## config.mk

```make
export PLATFORM = sky130hd
export DESIGN_NAME = pipe_arbiter
export DESIGN_NICKNAME = d
export VERILOG_FILES = /design/src/rtl/pipe_arbiter.sv
export SDC_FILE = /design/constraint.sdc
export NUM_CORES = 1
export LEC_CHECK = 0
export ABC_AREA = 1
export CAP_MARGIN = 15
export CORE_MARGIN = 2
export CORE_UTILIZATION = 38
export DETAILED_ROUTE_END_ITERATION = 8
export GPL_ROUTABILITY_DRIVEN = 1
export SLEW_MARGIN = 20
export SYNTH_ARGS = -nofsm -noshare
export SYNTH_HDL_FRONTEND = slang
export SYNTH_SLANG_ARGS = --single-unit
```

## constraint.sdc

```tcl
create_clock -name clk -period 1.6 [get_ports clk]
set_input_delay 0.32 -clock clk [delete_from_list [all_inputs] [get_ports clk]]
set_output_delay 0.32 -clock clk [all_outputs]
set_load 0.02 [all_outputs]
```

## src/rtl/pipe_arbiter.sv

```systemverilog
// pipe_arbiter: four serial requesters share one pipeline_buffer bit path.
// Each grant lasts FRAME_LEN cycles. A round-robin search starts after the
// most recently granted requester. Every bit sent into the buffer is tagged
// with {valid, id, sof, eof}. The tag travels through a PIPE_DEPTH-stage
// shift register, so it comes out in step with the bit returned on pipe_op.
module pipe_arbiter #(
  parameter int FRAME_LEN  = 8,
  parameter int PIPE_DEPTH = 1
) (
  input  logic       clk,
  input  logic       rst,
  input  logic [3:0] req,
  input  logic [3:0] ip_bits,
  output logic [3:0] grant,
  output logic       pipe_ip,
  input  logic       pipe_op,
  output logic       out_bit,
  output logic       out_valid,
  output logic [1:0] out_id,
  output logic       out_sof,
  output logic       out_eof
);

  typedef enum logic {IDLE = 1'b0, XFER = 1'b1} state_t;

  // Tag layout: [4] valid, [3:2] id, [1] sof, [0] eof
  localparam int TAG_W = 5;

  state_t           r_state, w_state_next;
  logic [3:0]       r_grant, w_grant_next;
  logic [1:0]       r_sel, w_sel_next;
  logic [1:0]       r_last, w_last_next;
  logic [7:0]       r_cnt, w_cnt_next;

  logic             w_any_req;
  logic             w_frame_end;
  logic             w_xfer;
  logic [1:0]       w_start;
  logic [7:0]       w_req2;
  logic [3:0]       w_rot;
  logic [1:0]       w_offset;
  logic [1:0]       w_winner;
  logic [TAG_W-1:0] w_tag_in;
  logic [TAG_W-1:0] r_tag [PIPE_DEPTH];

  assign w_any_req   = |req;
  assign w_xfer      = (r_state == XFER);
  assign w_frame_end = (r_cnt == 8'(FRAME_LEN - 1));

  // Rotate the request vector so the search starts just after the last
  // winner. The just-served requester then lands in the lowest-priority slot.
  assign w_start = r_last + 2'd1;
  assign w_req2  = {req, req};
  assign w_rot   = w_req2[w_start +: 4];

  // Priority-encode the rotated requests; the lowest offset wins.
  always_comb begin
    w_offset = 2'd3;
    if (w_rot[0])      w_offset = 2'd0;
    else if (w_rot[1]) w_offset = 2'd1;
    else if (w_rot[2]) w_offset = 2'd2;
  end

  assign w_winner = w_start + w_offset;

  // FSM state and frame bookkeeping registers
  always_ff @(posedge clk) begin
    if (rst) begin
      r_state <= IDLE;
      r_grant <= 4'b0000;
      r_sel   <= 2'd0;
      r_last  <= 2'd3;
      r_cnt   <= 8'd0;
    end else begin
      r_state <= w_state_next;
      r_grant <= w_grant_next;
      r_sel   <= w_sel_next;
      r_last  <= w_last_next;
      r_cnt   <= w_cnt_next;
    end
  end

  // Next-state logic. Grant on a request from IDLE. At frame end, hand over
  // without a bubble if anyone is asking; otherwise fall back to IDLE.
  always_comb begin
    w_state_next = r_state;
    w_grant_next = r_grant;
    w_sel_next   = r_sel;
    w_last_next  = r_last;
    w_cnt_next   = r_cnt;
    case (r_state)
      IDLE: begin
        w_grant_next = 4'b0000;
        if (w_any_req) begin
          w_state_next = XFER;
          w_grant_next = 4'b0001 << w_winner;
          w_sel_next   = w_winner;
          w_last_next  = w_winner;
          w_cnt_next   = 8'd0;
        end
      end
      XFER: begin
        w_cnt_next = r_cnt + 8'd1;
        if (w_frame_end) begin
          w_cnt_next = 8'd0;
          if (w_any_req) begin
            w_grant_next = 4'b0001 << w_winner;
            w_sel_next   = w_winner;
            w_last_next  = w_winner;
          end else begin
            w_state_next = IDLE;
            w_grant_next = 4'b0000;
          end
        end
      end
      default: begin
        w_state_next = IDLE;
        w_grant_next = 4'b0000;
      end
    endcase
  end

  assign grant   = r_grant;
  assign pipe_ip = w_xfer ? ip_bits[r_sel] : 1'b0;

  // Tag for the bit currently driven on pipe_ip
  assign w_tag_in = {w_xfer, r_sel, w_xfer & (r_cnt == 8'd0), w_xfer & w_frame_end};

  genvar gi;
  generate
    for (gi = 0; gi < PIPE_DEPTH; gi++) begin : g_tag
      // One tag stage. Reset flushes it, which discards any in-flight frame.
      always_ff @(posedge clk) begin
        if (rst) begin
          r_tag[gi] <= '0;
        end else if (gi == 0) begin
          r_tag[gi] <= w_tag_in;
        end else begin
          r_tag[gi] <= r_tag[(gi == 0) ? 0 : gi - 1];
        end
      end
    end
  endgenerate

  assign out_valid = r_tag[PIPE_DEPTH-1][4];
  assign out_id    = r_tag[PIPE_DEPTH-1][3:2];
  assign out_sof   = r_tag[PIPE_DEPTH-1][1];
  assign out_eof   = r_tag[PIPE_DEPTH-1][0];
  assign out_bit   = pipe_op & out_valid;

endmodule

```

==> metrics.md <==
| Metric | Value |
|---|---|
| GRT met1 Usage | 0.236 |
| Largest net degree at the start of global routing | 13 |
| Starting Density | 0.402 |
| Final Critical Period | 1570 ps |
| Initial antenna violation count | 0 |
| Setup ws final | around 26 ps |
| Core Footprint | 2780 um^2 |
| Drt pass-1 iters | 4 |
| Site row count | 19 |
| # Max-Cap Violations | 0 |
| RSZ-0062 raised after global routing | true |
| HP Class | flop to flop |
| Via count | ~1200 |
| Area growth syn-to-layout | 52.5% |
| Layout Nets | 223 |
| Post-synthesis simple-gate area fraction | 0.342 |
| Most frequent cells in the layout | nand2_1 (33), buf_4 (24), dfxtp_1 (19) |
| Status | completed |
| Register area share after synthesis | 0.394 |
| Drt initial violations | 29 |
| Post-CTS Hold Fix Bufs | 0 |
| Crit Path Max Fanout | 5 |
| Synth Area in Adders | 0.0336 |
| Clock Path Buffers | 2 |
| Num CTS Buffers | 3 |
| Busiest grt layer | met2 |
| WL final | 2.78 mm |
| Relative slew slack | 0.815 |
| Port bufs | 21 |
| Die height | a little under 60 um |
| GR Util met3 | 0.0268 |
| Synth cell types | 25 |
| Hold Vio Cnt, Final | 0 |
| Die area | 3390 um^2 |
| Final setup viols | 0 |
| DR WL/cell | 11.6 um |
| Post-synth top area cell | dfxtp_1 |
| Tcrit/Tclk final | 0.984 |
| #FFs+latches synth | 22 |
| Share of layout cells above drive strength 1 | 0.317 |
| RePlAce Congestion | 0.791 |
| Post-Synth XOR/XNOR Area | 0.00784 |
| Slew Limit Fails | 0 |
| Clk slew on worst S/H paths | 130 ps |
| YS warnings | 0 |
| Top cells by area, synth | dfxtp_1 (39%), nand2_1 (13%), nand3_1 (5.8%) |
| I/O pin cnt | 22 |
| Worst vdd ir | roughly 560 uV |
| CP startpoint kind | flop |
| Post-synthesis mux area share | 0 |
| Syn Area/Cell | roughly 6.9 um^2 |
| Critical Path AT | 1840 ps |
| Lkg Pwr | roughly 0.0008 uW |
| Clk Latency, worst-skew pair | 320 ps |
| Met2 usage | 0.294 |
| Clock Skews | about 17 ps |
| TritonCTS clock tree | built |
| First-pass GRT wire length | 4.67 mm |
| Max Fclk | 635 MHz |
| Power per cell area | 942 nW/um^2 |
| Root Buffer | clkbuf_4 |
| Mapped Cells | 161 |
| Syn Nets | 175 |
| DIE WIDTH | 58.2 um |
| Grt ovf | 0 |
| WS Path Type | flop to flop |
| Required @ worst endpoint | 1860 ps |
| Yosys top cell area share | 0.394 |
| Vias in the first global route | 1090 |
| Most common cell after layout, fill and taps aside | nand2_1 |
| Global-route usage over all layers | 0.176 |
| Antenna Nets Post-Route | 0 |
| Hold_ws | around 470 ps |
| Slew @ Worst Pin | 277 ps |
| Critical Path End Type | flop |
| Post-DP HPWL | 2.09 mm |
| Ant. Diodes | 0 |
| Synthesized area | approximately 1100 um^2 |
| Compound-Gate Fraction of Synth Area | 0.149 |
| Largest family of logic cells by synthesized area | simple AND/OR/NAND/NOR gates |
| H-tree depth | 1 |
| Vias per Instance | around 4.9 |
| Clk sinks | 22 |
| Setup WS pre-CTS | -511 ps |
| DRC Markers | 0 |
==> critical path, cell delays in order (launching register included) <==
cell and delay (ps):
dfxtp_4 420, nor2_2 60, nor2_4 130, nor2_2 60, o21bai_1 150, nand2_1 70
o21ai_2 70, ha_4 160, buf_6 120, nand2_8 80, nand3_2 80, a21oi_2 140
==> stage by stage <==
stage	TNS, ps	cells	util	instance area, um^2	total power, uW
after detailed placement	-4880	230	0.540	1500	1150
final	0	239	0.613	1700	1600
after global placement	-4080	230	0.540	1500	1130
after global routing	-481	239	0.613	1700	1700
after floorplan	0	161	-	1120	923
after CTS	-79.4	237	0.588	1640	1560
==> cell type report <==
type	instances	area [um^2]
clock buffer	4	36.3
fill	247	1080
inverter	20	77.6
multi-input combinational	117	709
sequential	22	449
tap	31	38.8
timing repair buffer	45	393
==> cells by family after synthesis <==
logic type	Yosys count
simple gates	85
buf+inv	22
fa+ha+maj	3
flops	22
xor+xnor	1
compound gates	28
==> timing repair <==
action,CTS,global route
gates resized for setup,33,19
setup endpoints to repair,13,11
pin swaps,14,7
buffers inserted,3,2
==> layer usage <==
layer  vias up  share of wire  wire length [um]
met2        26           0.47              1310
met1       519           0.47              1320
li1        620              -                 -
met3         4          0.046               128
met4         0         0.0093                26
met5         -              0                 0
==> Yosys cell counts <==
master and count:
a21oi_1 10, a22oi_1 1, a31oi_1 1, clkbuf_1 2, dfxtp_1 22, ha_1 3, inv_1 17, inv_2 3
nand2_1 39, nand2_2 5, nand3_1 13, nand3_2 1, nand3b_1 1, nand4_1 1, nor2_1 17, nor2_2 2
nor2_4 1, nor3_1 3, nor4_1 2, o211ai_1 2, o21ai_0 8, o21ai_1 1, o21ai_2 4, o21bai_1 1
xor2_1 1
==> power breakdown <==
| group | switching (uW) | internal [uW] | leakage, uW |
|---|---|---|---|
| clock | 168 | 139 | 0.0000210 |
| sequential | 35.3 | 599 | 0.000181 |
| combinational | 353 | 310 | 0.000591 |
==> state kept, by name, summed over array words and instances, names as in the netlist <==
name and count:
r_cnt 8, r_state 1, r_tag 5, r_sel 2
r_last 2, grant 4
==> worst paths after layout <==
| kind | start | to | slack, ps | cells past startpoint |
|---|---|---|---|---|
| worst max-delay path | r_last[0] | grant[2] | 30 | 11 |
| worst min-delay path | r_sel[1] | r_tag[0][3] | 470 | 2 |
| worst min register to register | r_sel[1] | r_tag[0][3] | 470 | 2 |
| worst max register to register | r_last[0] | grant[2] | 30 | 11 |
Note: power is estimated with default switching activity, not from simulation.
